## src/rtl/bcd_pkg.sv

```systemverilog
// Shared constants for the keypad BCD entry path: digit limits and FSM encoding.
package bcd_pkg;

  localparam int        NIB     = 4;
  localparam logic [3:0] BCD_MAX = 4'd9;

  localparam logic [1:0] ST_IDLE  = 2'd0;
  localparam logic [1:0] ST_ENTRY = 2'd1;
  localparam logic [1:0] ST_DONE  = 2'd2;

  typedef enum logic [1:0] {
    S_IDLE  = ST_IDLE,
    S_ENTRY = ST_ENTRY,
    S_DONE  = ST_DONE
  } state_t;

endpackage

```

## src/rtl/bcd_digit_entry_if.sv

```systemverilog
// Key inputs and entry/commit outputs of the decimal entry stage.
interface bcd_digit_entry_if #(
  parameter int K = 2
);
  import bcd_pkg::*;

  localparam int CW = $clog2(K + 1);

  logic               digit_valid;
  logic [NIB-1:0]     digit;
  logic               enter;
  logic               clear;
  logic [K*NIB-1:0]   bcd_work;
  logic [K*NIB-1:0]   bcd_out;
  logic               bcd_valid;
  logic [CW-1:0]      count;
  logic               error;

  modport slave (
    input  digit_valid, digit, enter, clear,
    output bcd_work, bcd_out, bcd_valid, count, error
  );

  modport master (
    output digit_valid, digit, enter, clear,
    input  bcd_work, bcd_out, bcd_valid, count, error
  );

endinterface

```

## src/rtl/rise_edge_detect.sv

```systemverilog
// Registered 0->1 detector: one pulse per rising level, seen on the clock it rises.
module rise_edge_detect (
  input  logic clk,
  input  logic rst_n,
  input  logic level_i,
  output logic pulse_o
);

  logic prev_q;

  always_ff @(posedge clk or negedge rst_n) begin
    if (!rst_n) prev_q <= 1'b0;
    else        prev_q <= level_i;
  end

  assign pulse_o = level_i & ~prev_q;

endmodule

```

## src/rtl/bcd_digit_entry.sv

```systemverilog
// Calculator-style decimal entry: shifts digits in at the LSD, commits a packed-BCD
// word on ENTER with a one-cycle valid strobe, and flags bad or surplus digits.
module bcd_digit_entry
  import bcd_pkg::*;
#(
  parameter int K = 2
) (
  input  logic                  clk,
  input  logic                  rst_n,
  bcd_digit_entry_if.slave      bus
);

  localparam int              CW    = $clog2(K + 1);
  localparam logic [CW-1:0]   K_CNT = CW'(K);

  logic dig_ev, ent_ev, clr_ev;

  rise_edge_detect u_dig (.clk(clk), .rst_n(rst_n), .level_i(bus.digit_valid), .pulse_o(dig_ev));
  rise_edge_detect u_ent (.clk(clk), .rst_n(rst_n), .level_i(bus.enter),       .pulse_o(ent_ev));
  rise_edge_detect u_clr (.clk(clk), .rst_n(rst_n), .level_i(bus.clear),       .pulse_o(clr_ev));

  state_t             state_q, state_d;
  logic [K*NIB-1:0]   work_q,  work_d;
  logic [K*NIB-1:0]   out_q,   out_d;
  logic [CW-1:0]      count_q, count_d;
  logic               valid_q, valid_d;
  logic               error_q, error_d;

  logic [K*NIB+NIB-1:0] shift_ext;
  assign shift_ext = {work_q, bus.digit};

  always_ff @(posedge clk or negedge rst_n) begin
    if (!rst_n) begin
      state_q <= S_IDLE;
      work_q  <= '0;
      out_q   <= '0;
      count_q <= '0;
      valid_q <= 1'b0;
      error_q <= 1'b0;
    end else begin
      state_q <= state_d;
      work_q  <= work_d;
      out_q   <= out_d;
      count_q <= count_d;
      valid_q <= valid_d;
      error_q <= error_d;
    end
  end

  // Priority clear > enter > digit; losing events on the same clock are dropped.
  always_comb begin
    state_d = state_q;
    work_d  = work_q;
    out_d   = out_q;
    count_d = count_q;
    valid_d = 1'b0;
    error_d = 1'b0;

    if (clr_ev) begin
      work_d  = '0;
      count_d = '0;
      state_d = S_IDLE;
    end else if (ent_ev) begin
      out_d   = work_q;
      valid_d = 1'b1;
      state_d = S_DONE;
    end else if (dig_ev) begin
      if (bus.digit > BCD_MAX) begin
        error_d = 1'b1;
      end else begin
        case (state_q)
          S_DONE: begin
            work_d          = '0;
            work_d[NIB-1:0] = bus.digit;
            count_d         = CW'(1);
            state_d         = S_ENTRY;
          end
          default: begin
            if (count_q == K_CNT) begin
              error_d = 1'b1;
            end else begin
              work_d  = shift_ext[K*NIB-1:0];
              count_d = count_q + 1'b1;
              state_d = S_ENTRY;
            end
          end
        endcase
      end
    end
  end

  assign bus.bcd_work  = work_q;
  assign bus.bcd_out   = out_q;
  assign bus.bcd_valid = valid_q;
  assign bus.count     = count_q;
  assign bus.error     = error_q;

endmodule

```

## src/flat_wrapper.sv

```systemverilog
// flat-port wrapper written by rule: the top's interface ports become plain ports
module bcd_digit_entry_flat import bcd_pkg::*;
#(
  parameter int K = 2
)
  (clk, rst_n, bus_digit_valid, bus_digit, bus_enter, bus_clear, bus_bcd_work, bus_bcd_out, bus_bcd_valid, bus_count, bus_error);
  bcd_digit_entry_if #(.K(K)) bus_i ();
  input  logic clk;
  input  logic rst_n;
  input wire logic [$bits(bus_i.digit_valid)-1:0] bus_digit_valid;
  input wire logic [$bits(bus_i.digit)-1:0] bus_digit;
  input wire logic [$bits(bus_i.enter)-1:0] bus_enter;
  input wire logic [$bits(bus_i.clear)-1:0] bus_clear;
  output wire logic [$bits(bus_i.bcd_work)-1:0] bus_bcd_work;
  output wire logic [$bits(bus_i.bcd_out)-1:0] bus_bcd_out;
  output wire logic [$bits(bus_i.bcd_valid)-1:0] bus_bcd_valid;
  output wire logic [$bits(bus_i.count)-1:0] bus_count;
  output wire logic [$bits(bus_i.error)-1:0] bus_error;
  assign bus_i.digit_valid = bus_digit_valid;
  assign bus_i.digit = bus_digit;
  assign bus_i.enter = bus_enter;
  assign bus_i.clear = bus_clear;
  assign bus_bcd_work = bus_i.bcd_work;
  assign bus_bcd_out = bus_i.bcd_out;
  assign bus_bcd_valid = bus_i.bcd_valid;
  assign bus_count = bus_i.count;
  assign bus_error = bus_i.error;
  bcd_digit_entry #(.K(K)) u_core (.clk(clk), .rst_n(rst_n), .bus(bus_i));
endmodule
```

## config.mk

```make
export PLATFORM = sky130hd
export DESIGN_NAME = bcd_digit_entry_flat
export DESIGN_NICKNAME = d
export VERILOG_FILES = /design/src/rtl/bcd_pkg.sv /design/src/rtl/bcd_digit_entry_if.sv /design/src/rtl/rise_edge_detect.sv /design/src/rtl/bcd_digit_entry.sv /design/src/flat_wrapper.sv
export SDC_FILE = /design/constraint.sdc
export NUM_CORES = 1
export LEC_CHECK = 0
export CORE_MARGIN = 2
export CORE_UTILIZATION = 40
export DETAILED_ROUTE_END_ITERATION = 12
export GPL_TIMING_DRIVEN = 1
export HOLD_SLACK_MARGIN = 0.02
export PLACE_DENSITY = 0.69
export SLEW_MARGIN = 20
export SYNTH_ARGS = -nofsm -noshare
export SYNTH_HDL_FRONTEND = slang
export SYNTH_SLANG_ARGS = --single-unit
export TNS_END_PERCENT = 10
```

## constraint.sdc

```tcl
create_clock -name clk -period 4.6 [get_ports clk]
set_input_delay 1.15 -clock clk [delete_from_list [all_inputs] [get_ports clk]]
set_output_delay 1.15 -clock clk [all_outputs]
set_load 0.05 [all_outputs]
```

Word level (Yosys, flattened, before mapping):

Cells that the tools add are included.

* add/sub/neg operators: 1
* order comparisons: 1
* eq/ne operators: 7
* multiplexer cells: 26
* bitwise logic cells: 7
* reductions and logical operators: 5

Operator list (count)
* $mux W8: 6
* $mux W2: 12
* $mux W1: 8
* $eq A2 B2 Y1 const B: 2
* $gt A4 B4 Y1 const B: 1
* $ne A4 B2 Y1 const B: 1
* $not A1 Y1: 4
* $reduce_and A4 Y1: 1
* $and A1 B1 Y1: 3
* $ne A3 B1 Y1 const B: 1
* $ne A3 B2 Y1 const B: 1
* $reduce_and A3 Y1: 1
* $reduce_bool A3 Y1: 1
* $add A2 B1 Y2 const B: 1
* $ne A2 B1 Y1 const B: 1
* $ne A2 B2 Y1 const B: 1
* $reduce_and A2 Y1: 1
* $reduce_bool A2 Y1: 1

* register bits after elaboration: 25
* bits of input ports: 9
* output and inout port bits: 20
* word-level logic and storage cells: 56

Depth between registers and ports, before layout:

* depth after elaboration: 7
* gate-level depth with buffers: 6
* gate-level depth less buffers: 5

Hierarchy:

Synthesis repeated with hierarchy kept, for this count alone.

* cells, all modules: 86
* area, all modules: 1147.4 sq um

Modules (own cells, without submodules)
* bcd_digit_entry: times used 1, cells an instance 80, area each 1031.0 sq um, seq. area each 550.5 sq um
* rise_edge_detect: times used 3, cells an instance 2, area each 38.8 sq um, seq. area each 25.0 sq um

Worst setup path before layout:

Ideal clock, no wire load.

* path type: in2reg
* start: input bus_digit[2]
* end: register u_core.work_q[4] (netlist: u_core.bus.bcd_work[4])
* library setup time: 121 ps
* arrival time: 2154 ps
* data required time: 4479 ps
* slack: 2325 ps
* cell stages on the path: 5
* cells stage by stage: o21a_1 a211o_1 o21a_1 buf_6 a22o_1

* cells in the longest elaborated chain, start to end: 3

Ends and longest elaborated chain
* start, declared: RTL line flat_wrapper.sv:11 `input wire logic [$bits(bus_i.digit)-1:0] bus_digit;`
* $gt A4 B4 Y1: RTL line bcd_digit_entry.sv:68 `if (bus.digit > BCD_MAX) begin`
* $ne A2 B1 Y1 (no line)
* $reduce_and A4 Y1 (no line)
* end signal, assigned: RTL line bcd_digit_entry.sv:42 `work_q <= work_d;`
* end, declared: RTL line bcd_digit_entry.sv:23 `logic [K*NIB-1:0] work_q, work_d;`

Every way passes these cells.
A chain may end at the register's enable or synchronous reset.

Worst setup path in the final report:

* start: register u_core.work_q[3] (netlist: u_core.bus.bcd_work[3])
* end: output bus_bcd_work[3]

RTL lines
* end, declared: RTL line flat_wrapper.sv:14 `output wire logic [$bits(bus_i.bcd_work)-1:0] bus_bcd_work;`

No word-level cell between the ends.

==> run summary <==
pin count of the biggest net entering global routing = 26
weighted congestion at the end of routability-driven global placement = 0.6918
via-per-instance ratio = 4.929
multiplexer share of the synthesized area = 9.375%
CTS buffer count = 3
measured slew at the worst slew-check pin = 0.5291 ns
maximum vdd drop = 0.0001806 V
via count of the first global-routing pass = 618
die width = 53.02 um
cell-by-cell trace of the critical path = clkdlybuf4s50_1
kind of critical path = reg2out
met2 usage = 23.54%
IO Port Bufs = 28
xor and xnor fraction of the mapped netlist area = 0%
Worst Path Arrival = 1.54 ns
endpoint type of the worst setup path = primary output
number of library cell types mapped by synthesis = 19
floorplan core area = 2233 sq um
root buffer selected by CTS = sky130_fd_sc_hd__clkbuf_4
startpoint type of the worst setup path = flip-flop
GR met1 Demand/Resource = 17.03%
number of hold violations in the final report = 0
detailed-route wire length = 1.691 mm
DRC violation count after routing = 0
post-route design area = 1286 sq um
fin nets = 109
RSZ-0062 raised after global routing = false
run status = complete, no violations
post-DR wirelength/cell = 13.42 um
overall global routing resource usage = 14.13%
number of design-rule violations left by the first detailed-router iteration = 6
combinational family with the most area after synthesis = compound AO/OA/AOI/OAI gates
share of synthesized cell area in full adder, half adder and majority cells = 1.302%
CP Buf/Inv Count = 1
clock latency on the worst-skew pair = 0.30 ns
number of buffers inserted by hold repair at cts = 0
number of instances in the synthesized netlist = 67
per-instance average area after synthesis = 14.34 sq um
sequential area share after synthesis = 65.10%
Worst-path clk slew = 0.12 ns
maximum operating frequency = 0.3714 GHz
clk sink count = 25
Yosys warnings = 0
area growth from synthesis to final layout = 33.85%
total gr overflow = 0
top-level I/O count = 29
data required time at the worst endpoint = 3.45 ns
number of detailed-routing iterations run before antenna repair = 4
Row Count = 17
global routing met3 resource utilization = 2.825%
Hold WC Path Type = reg2reg
H-tree levels = 1
worst hold margin = 0.5149 ns
master of the slowest instance on the critical path = sky130_fd_sc_hd__clkdlybuf4s50_1
synthesized net count = 77
Leak = 0.6097 nW
overall die area = 2811 sq um
Compound-Gate Fraction of Synth Area = 12.89%
top cell type's share of synthesized area = 65.10%
Placed Area = 1265 sq um
Max Clock Skew = 0.002094 ns
worst-path maximum fanout = 4
final max-slew violation count = 0
antenna fix cells = 0
initial antenna violation count = 0
routing layer with the top usage in global route = met2
synthesized-area fraction occupied by and/or/nand/nor cells = 8.984%
Largest delay share family, worst path = buffers and inverters
Setup Viol. Count Final = 0
Synth area leader = sky130_fd_sc_hd__dfrtp_1
number of vias in the routed layout = 621
Fin Setup TNS = 0 ns
Starting Density = 43.03%
CTS-repair resized insts = 0
TritonCTS clock tree = yes
setup repair bufs after CTS = 0
CP max stage delay = 0.82 ns
global-route wire length before repair = 2.739 mm
Final HPWL DP = 1.259 mm
number of filler cells placed in the layout = 195
slew margin rel. = 64.73%
antenna-violating nets left = 0
Netlist Area Pre-Place = 960.9 sq um
maximum clock path buffer count = 2
worst-case setup slack after placement = 1.775 ns
total of max-cap violations = 0
fraction of the cycle the final worst path needs = 58.53%
layout cell share with drive strength beyond 1 = 14.29%
largest cells by area after synthesis = sky130_fd_sc_hd__dfrtp_1 65%, sky130_fd_sc_hd__mux2_2 9.4%, sky130_fd_sc_hd__a22o_1 9.1%
DIE HEIGHT = 53.02 um
most frequent cells in the layout = 27 x sky130_fd_sc_hd__clkdlybuf4s50_1, 25 x sky130_fd_sc_hd__dfrtp_1, 10 x sky130_fd_sc_hd__a22o_1, 8 x sky130_fd_sc_hd__mux2_2, 4 x sky130_fd_sc_hd__nand2_1
post-route setup slack = 1.907 ns
crit path time final = 2.693 ns
register bit count reported by yosys = 25
leading cell type in the layout, fill and taps excluded = sky130_fd_sc_hd__clkdlybuf4s50_1
Power per Cell Area = 352.4 nW/um^2
per-layer routing:
| layer | wire length (um) | vias up |
|---|---|---|
| met5 | 0 | - |
| met4 | 16 | 0 |
| met3 | 99 | 2 |
| met2 | 808 | 18 |
| met1 | 767 | 298 |
| li1 | - | 303 |
logic make-up after synthesis:
family,count (synthesis)
fa+ha+maj,1
buf+inv,4
simple gates,14
flops,25
compound gates,15
mux,8
cell usage after synthesis (all sizes together):
library cell	n
nor3b	1
nand3	1
nand2b	4
dfrtp	25
o21a	2
nor2b	1
and2	1
a21o	1
inv	3
nor2	1
mux2	8
a21oi	1
ha	1
a22o	10
buf	1
nand2	4
nor3	1
a211o	1
through the flow:
| step | util (%) | total power [mW] | cells |
|---|---|---|---|
| 6_report | 57.59 | 0.4533 | 126 |
| 5_1_grt | 57.59 | 0.4773 | 126 |
| 4_1_cts | 57.82 | 0.4623 | 126 |
| 3_5_place_dp | 56.64 | 0.3672 | 122 |
| 3_3_place_gp | 56.64 | 0.3649 | 122 |
| 2_1_floorplan | - | 0.3233 | 67 |
flip-flops by register name, summed over array words and instances (netlist names):
signal                count
u_core.bus.error          1
u_core.state_q            2
u_core.bus.bcd_valid      1
u_core.u_dig.prev_q       1
u_core.u_clr.prev_q       1
u_core.bus.count          2
u_core.bus.bcd_work       8
u_core.u_ent.prev_q       1
u_core.bus.bcd_out        8
power breakdown:
part / internal, mW / total, mW / leakage [nW] / switching (mW)
clock network: 0.0338 / 0.0925 / 0.0150 / 0.0588
logic: 0.0436 / 0.115 / 0.261 / 0.0712
registers: 0.235 / 0.246 / 0.334 / 0.0104
total: 0.313 / 0.453 / 0.610 / 0.140
worst reg2reg max path: cells and delay by family (launching register included):
family	cells	cell delay [ns]
flops	1	0.41
compound gates	3	0.90
buf+inv	1	0.06
fa+ha+maj	1	0.21
layout make-up:
cell class | count | area (sq um) | share of cell area, %
Sequential cell | 25 | 625.6 | 48.64
Multi-Input combinational cell | 38 | 312.8 | 24.32
Timing Repair Buffer | 28 | 275.3 | 21.40
Tap cell | 28 | 35.03 | 2.724
Clock buffer | 4 | 26.28 | 2.043
Inverter | 3 | 11.26 | 0.8755
path summary, 6_finish.rpt:
| kind | from | end | slack, ns | cells past startpoint |
|---|---|---|---|---|
| max | u_core.bus.bcd_work[3] | bus_bcd_work[3] | 1.91 | 1 |
| min | u_core.state_q[0] | u_core.state_q[0] | 0.51 | 1 |
| max reg2reg | u_core.bus.count[0] | u_core.bus.bcd_work[0] | 2.91 | 5 |
| min reg2reg | u_core.state_q[0] | u_core.state_q[0] | 0.51 | 1 |
| max in group asynchronous | rst_n | u_core.bus.bcd_work[1] | 3.44 | 1 |
| min in group asynchronous | rst_n | u_core.bus.bcd_out[3] | 0.80 | 1 |
(Power assumes the default switching activity.)
